$ cat config.mk
export PLATFORM = sky130hd
export DESIGN_NAME = coilgun_core
export DESIGN_NICKNAME = d
export VERILOG_FILES = /design/src/rtl/coilgun_core.sv
export SDC_FILE = /design/constraint.sdc
export NUM_CORES = 1
export LEC_CHECK = 0
export ABC_CLOCK_PERIOD_IN_PS = 5500
export CORE_MARGIN = 4
export CORE_UTILIZATION = 51
export CTS_CLUSTER_SIZE = 10
export DETAILED_ROUTE_END_ITERATION = 12
export GPL_ROUTABILITY_DRIVEN = 0
export PLACE_DENSITY = 0.88
export SYNTH_ARGS = -nofsm -noshare
export SYNTH_HDL_FRONTEND = slang
export SYNTH_SLANG_ARGS = --single-unit
$ cat constraint.sdc
create_clock -name clk -period 5.5 [get_ports clk]
set_clock_uncertainty 0.05 [all_clocks]
set_input_delay 1.375 -clock clk [delete_from_list [all_inputs] [get_ports clk]]
set_output_delay 1.375 -clock clk [all_outputs]
set_load 0.005 [all_outputs]
$ cat src/rtl/coilgun_core.sv
// coilgun_core: single-stage coilgun firing controller.
// Arms on a trigger rising edge, optionally waits a programmed delay, then
// drives the coil switch until the limit, gate sensor or trigger release
// ends the shot, and reports end-of-shot plus the measured cycle count.
//
// state | meaning
// IDLE  | waiting for a fresh trigger edge while enabled
// DELAY | counting the pre-fire delay
// FIRE  | coil switch driven, counting fire cycles
// DONE  | shot over, count held; waits for trigger release
module coilgun_core (
  input  logic        clk,
  input  logic        I_RST,
  input  logic        I_TRIG,
  input  logic        I_GATE,
  output logic        O_EXT,
  output logic        O_SOE,
  input  logic [23:0] I_LMT,
  input  logic [23:0] I_DLY,
  input  logic        I_OE,
  input  logic        I_EN,
  input  logic        I_DDS,
  input  logic        I_LDS,
  input  logic        I_LEN,
  output logic        O_RTE,
  output logic [23:0] O_ACC
);

  localparam logic [1:0] IDLE  = 2'd0;
  localparam logic [1:0] DELAY = 2'd1;
  localparam logic [1:0] FIRE  = 2'd2;
  localparam logic [1:0] DONE  = 2'd3;

  logic [1:0]  state, state_nxt;
  logic [23:0] acc, acc_nxt;
  logic        trig_prev;
  logic        soe;

  logic [23:0] lmt_eff;
  logic [23:0] acc_sat_inc;
  logic        fire_exit;

  // A zero limit is treated as one cycle so the compare never underflows.
  assign lmt_eff     = (I_LMT == 24'd0) ? 24'd1 : I_LMT;
  assign acc_sat_inc = (acc == 24'hFFFFFF) ? acc : acc + 24'd1;
  assign fire_exit   = ~I_EN | ~I_TRIG
                     | (I_LEN & (acc >= lmt_eff - 24'd1))
                     | (~I_LDS & I_GATE);

  // Next-state and accumulator update logic.
  always_comb begin
    state_nxt = state;
    acc_nxt   = acc;
    case (state)
      IDLE: begin
        if (I_EN && I_TRIG && !trig_prev) begin
          acc_nxt   = 24'd0;
          state_nxt = (!I_DDS && (I_DLY != 24'd0)) ? DELAY : FIRE;
        end
      end
      DELAY: begin
        if (!I_EN || !I_TRIG) begin
          acc_nxt   = acc + 24'd1;
          state_nxt = DONE;
        end else if (acc == I_DLY - 24'd1) begin
          acc_nxt   = 24'd0;
          state_nxt = FIRE;
        end else begin
          acc_nxt   = acc + 24'd1;
        end
      end
      FIRE: begin
        // The exit cycle still counts, so the held value equals FIRE cycles.
        acc_nxt = acc_sat_inc;
        if (fire_exit) state_nxt = DONE;
      end
      DONE: begin
        if (!I_TRIG) state_nxt = IDLE;
      end
      default: state_nxt = IDLE;
    endcase
  end

  // State, accumulator, trigger history and shot-over pulse registers.
  always_ff @(posedge clk) begin
    if (!I_RST) begin
      state     <= IDLE;
      acc       <= 24'd0;
      trig_prev <= 1'b1;
      soe       <= 1'b0;
    end else begin
      state     <= state_nxt;
      acc       <= acc_nxt;
      trig_prev <= I_TRIG;
      soe       <= (state_nxt == DONE) && (state != DONE);
    end
  end

  assign O_EXT = (state == FIRE) & I_OE & I_EN;
  assign O_SOE = soe;
  assign O_RTE = (state == IDLE) & I_EN & ~I_TRIG;
  assign O_ACC = acc;

endmodule

==> impl_results.md <==
- Hpwl dp: 8030 um
- Grt ovf: 0
- Outcome: complete, no violations
- Max-slew headroom: 0.501
- GR Layer Usage met3: 0.0301
- CTS Root Buffer Type: clkbuf_8
- Worst Hold End: O_ACC[1]
- Crit path max fanout: 4
- Non-Filler Instances: 603
- Initial antenna violation count: 0
- Pwr Total: 0.000715 W
- Largest family of logic cells by synthesized area: simple AND/OR/NAND/NOR gates
- Top-area cell type share of the netlist area: 0.165
- Mux cell area share after synthesis: 0.00294
- Share of layout cells above drive strength 1: 0.131
- R2r startpoint: O_ACC[17]
- Worst R2R Path Depth: 10
- Largest net degree at the start of global routing: 16
- Setup repair bufs after CTS: 0
- Critical path required time: 5.63 ns
- Post-synth EDFFs: 0
- Initial cell density of the core: 0.530
- Min Tclk post-route: roughly 5.2 ns
- Max-Cap Viols: 0
- Top Ports: 84
- Final wirelength: 10100 um
- Synth top cells by count: xnor2_1 (39), xor2_1 (34), ha_1 (33), nor2_1 (31), dfxtp_1 (28)
- Clk slew on worst S/H paths: 0.10 ns
- Netlist cell types: 60
- Dominant register cell in the synthesized netlist: dfxtp_1
- R2R Setup Slk: approximately 2.4 ns
- Synthesized net count: 518
- WL/cell: 16.7 um
- Post-synthesis compound-gate area fraction: 0.135
- Signal arrival time at the worst endpoint: 5.38 ns
- 1st-iter DRT viols: 440
- Sw Share: 0.385
- IO Port Bufs: 83
- Area contributors post-synth: dfxtp_1 (16%), ha_1 (12%), xnor2_1 (10%)
- CP Cell Sequence: clkdlybuf4s50_1 > or4_4 > nor3_1 > and4b_1 > a21oi_2 > ha_1 > nand2b_1 > or2_2 > nand2b_1 > buf_4 > nor3_1 > xnor2_1 > ha_1 > nor2b_1 > o21ai_1 > nand4b_1 > a221o_1 > o31a_1 > a41oi_2 > nor3b_2
- Vias after detailed routing: between 3000 and 4000
- Top Usage Layer GRT: met2
- Synthesized area: 3400 um2
- RSZ-0062 raised after global routing: false
- Clk_lat worst skew: 0.28 ns
- GR Util All Layers: 0.244
- Antenna Diode Count: 0
- Tcrit/Tclk final: 0.954
- TritonCTS clock tree: done
- Fmax: 0.191 GHz
- Sequential share of power: 0.320
- Cell taking the most area after synthesis: dfxtp_1
- TritonCTS Buffers: 3
- Async SR Flop Fraction: 0
- Slew @ Worst Pin: between 0.7 and 0.8 ns
- Slew Limit Fails: 0
- Hold Crit Class: flop to flop
- Die width: 89.7 um
- DRT antenna net count: 0
- Cells after Synth: 428
- TNS Setup: 0 ns
- CTS Hold Bufs: 0
- Post-synthesis sequential element count: 28
- Crit end category: flop
- Critical path class: primary input to flop
- CP max stage cell: or4_4
- Lkg Pwr: 1.67 nW
- Die Ht: 89.7 um
- PostCTS Resize Cnt: 0
- Clock share of power: 0.182
- XOR/XNOR Fraction of Synth Area: 0.188
- Combinational Power Share: 0.498
- Sequential share of the synthesized area: 0.165
- M1 GR Usage: 0.312
- GR Util met2: 0.418
- Post-Synth Simple-Gate Area: 0.351
- Final Hold Viols: 0
- Row count: 29
- Ys Warns: 0
- Reg2reg end: O_ACC[10]
- Clock H-tree levels: 1
- Worst hold start: O_ACC[1]
- PD cells: approximately 160 nW/um2
- First-pass GRT wire length: 16900 um
- First-pass DRT Iterations: 5
- Die area: just over 8000 um2
- Area delta synth->final: 32.8%
- Syn avg cell area: around 8 um2
- Clk sinks: 28
- Max rail drop VDD: 0.000123 V
- Slowest cell delay on critical path: ~0.56 ns
- Post-Place Cells: 599
- Nets: 617
- Util after Layout: 0.704
- Vias in the first global route: 3708
- Sw power: 0.000275 W
- Buf/Inv on CP: 2
- CORE AREA: ~6400 um2
- Internal Pwr Total: ~0.00044 W
- DR DRC count: 0
- Worst Hold Depth: 2
- CTS Buffer Depth: 2
- Worst setup SP type: primary input
- Post-synthesis adder-cell area fraction: 0.121
- Count leader, synth: xnor2_1
- CP delay by family, top: simple AND/OR/NAND/NOR gates
- Final Setup Violations: 0
- Vias per std cell: around 6.2
sequential cells by signal (all words and copies together) (netlist names):
| signal | count |
|---|---|
| state | 2 |
| O_SOE | 1 |
| trig_prev | 1 |
| O_ACC | 24 |
layer usage:
layer / part of all wire / vias up
li1: - / 1775
met1: 0.42 / 1696
met2: 0.47 / 222
met3: 0.080 / 37
met4: 0.029 / 0
met5: 0 / -
worst max path at each step:
| stage | start | endpoint | cells after the start |
|---|---|---|---|
| after floorplan | I_LMT[7] | O_SOE | 19 |
| after global placement | I_LMT[3] | O_SOE | 20 |
| after detailed placement | I_LMT[3] | O_SOE | 20 |
| after CTS | I_LMT[3] | O_SOE | 20 |
| after global routing | I_LMT[7] | state[0] | 20 |
| final | I_LMT[3] | O_SOE | 20 |
final cells by class:
type,count,area (um2)
Clock buffer,4,55.1
Timing Repair Buffer,108,1030
Fill cell,485,1900
Inverter,11,41.3
Multi-Input combinational cell,375,2740
Tap cell,77,96.3
Sequential cell,28,561
cells in the final DEF, fill, tap and decap left out, types with 3 or more instances in the layout:
master           netlist  routed
a21o_1                 6       6
a21oi_1               14      12
a21oi_2                1       3
a31oi_1                4       4
and2_1                 4       4
and3_1                 4       4
and4_1                 5       5
buf_4                  0      24
clkbuf_8               0       4
clkdlybuf4s50_1        0      83
dfxtp_1               28      28
ha_1                  33      33
inv_1                 11      11
nand2_1               24      24
nand2b_1               7       7
nand3_1               19      19
nand4_1               16      16
nand4b_1               3       3
nor2_1                31      31
nor2_2                20      20
nor2b_1                4       4
nor3_1                25      24
nor4_1                14      14
o21ai_0               11      10
o31a_1                 3       3
o41ai_1                4       4
or2_2                  4       4
or4_1                  9       7
or4_4                  1       3
xnor2_1               39      39
xor2_1                34      34
kinds of logic after synthesis:
logic type	Yosys count
flops	28
compound gates	62
simple gates	206
mux	1
fa+ha+maj	33
buf+inv	25
xor+xnor	73
per-stage QoR:
step,instance area [um2],setup WS [ns],hold slack (ns)
global route,4520,0.00594,0.646
detailed placement,4450,-0.140,0.585
floorplan,3400,0.503,0.478
finish,4520,0.253,0.611
global placement,4450,0.0686,0.568
CTS,4500,0.169,0.598
power groups by stage:
stage / clock (W) / sequential (W) / combinational, W
after floorplan: 0 / 0.000230 / 0.000226
after global placement: 0 / 0.000233 / 0.000335
after detailed placement: 0 / 0.000233 / 0.000346
after CTS: 0.000130 / 0.000228 / 0.000348
after global routing: 0.000141 / 0.000230 / 0.000387
final: 0.000130 / 0.000229 / 0.000356
tightest hold or removal path, delay by kind of cell (launching register included):
family	cells	cell delay [ns]
flip-flops	1	0.44
AND/OR/NAND/NOR	1	0.11
AO/OA/AOI/OAI	1	0.07
No activity file was read; power rests on OpenSTA's default activity.
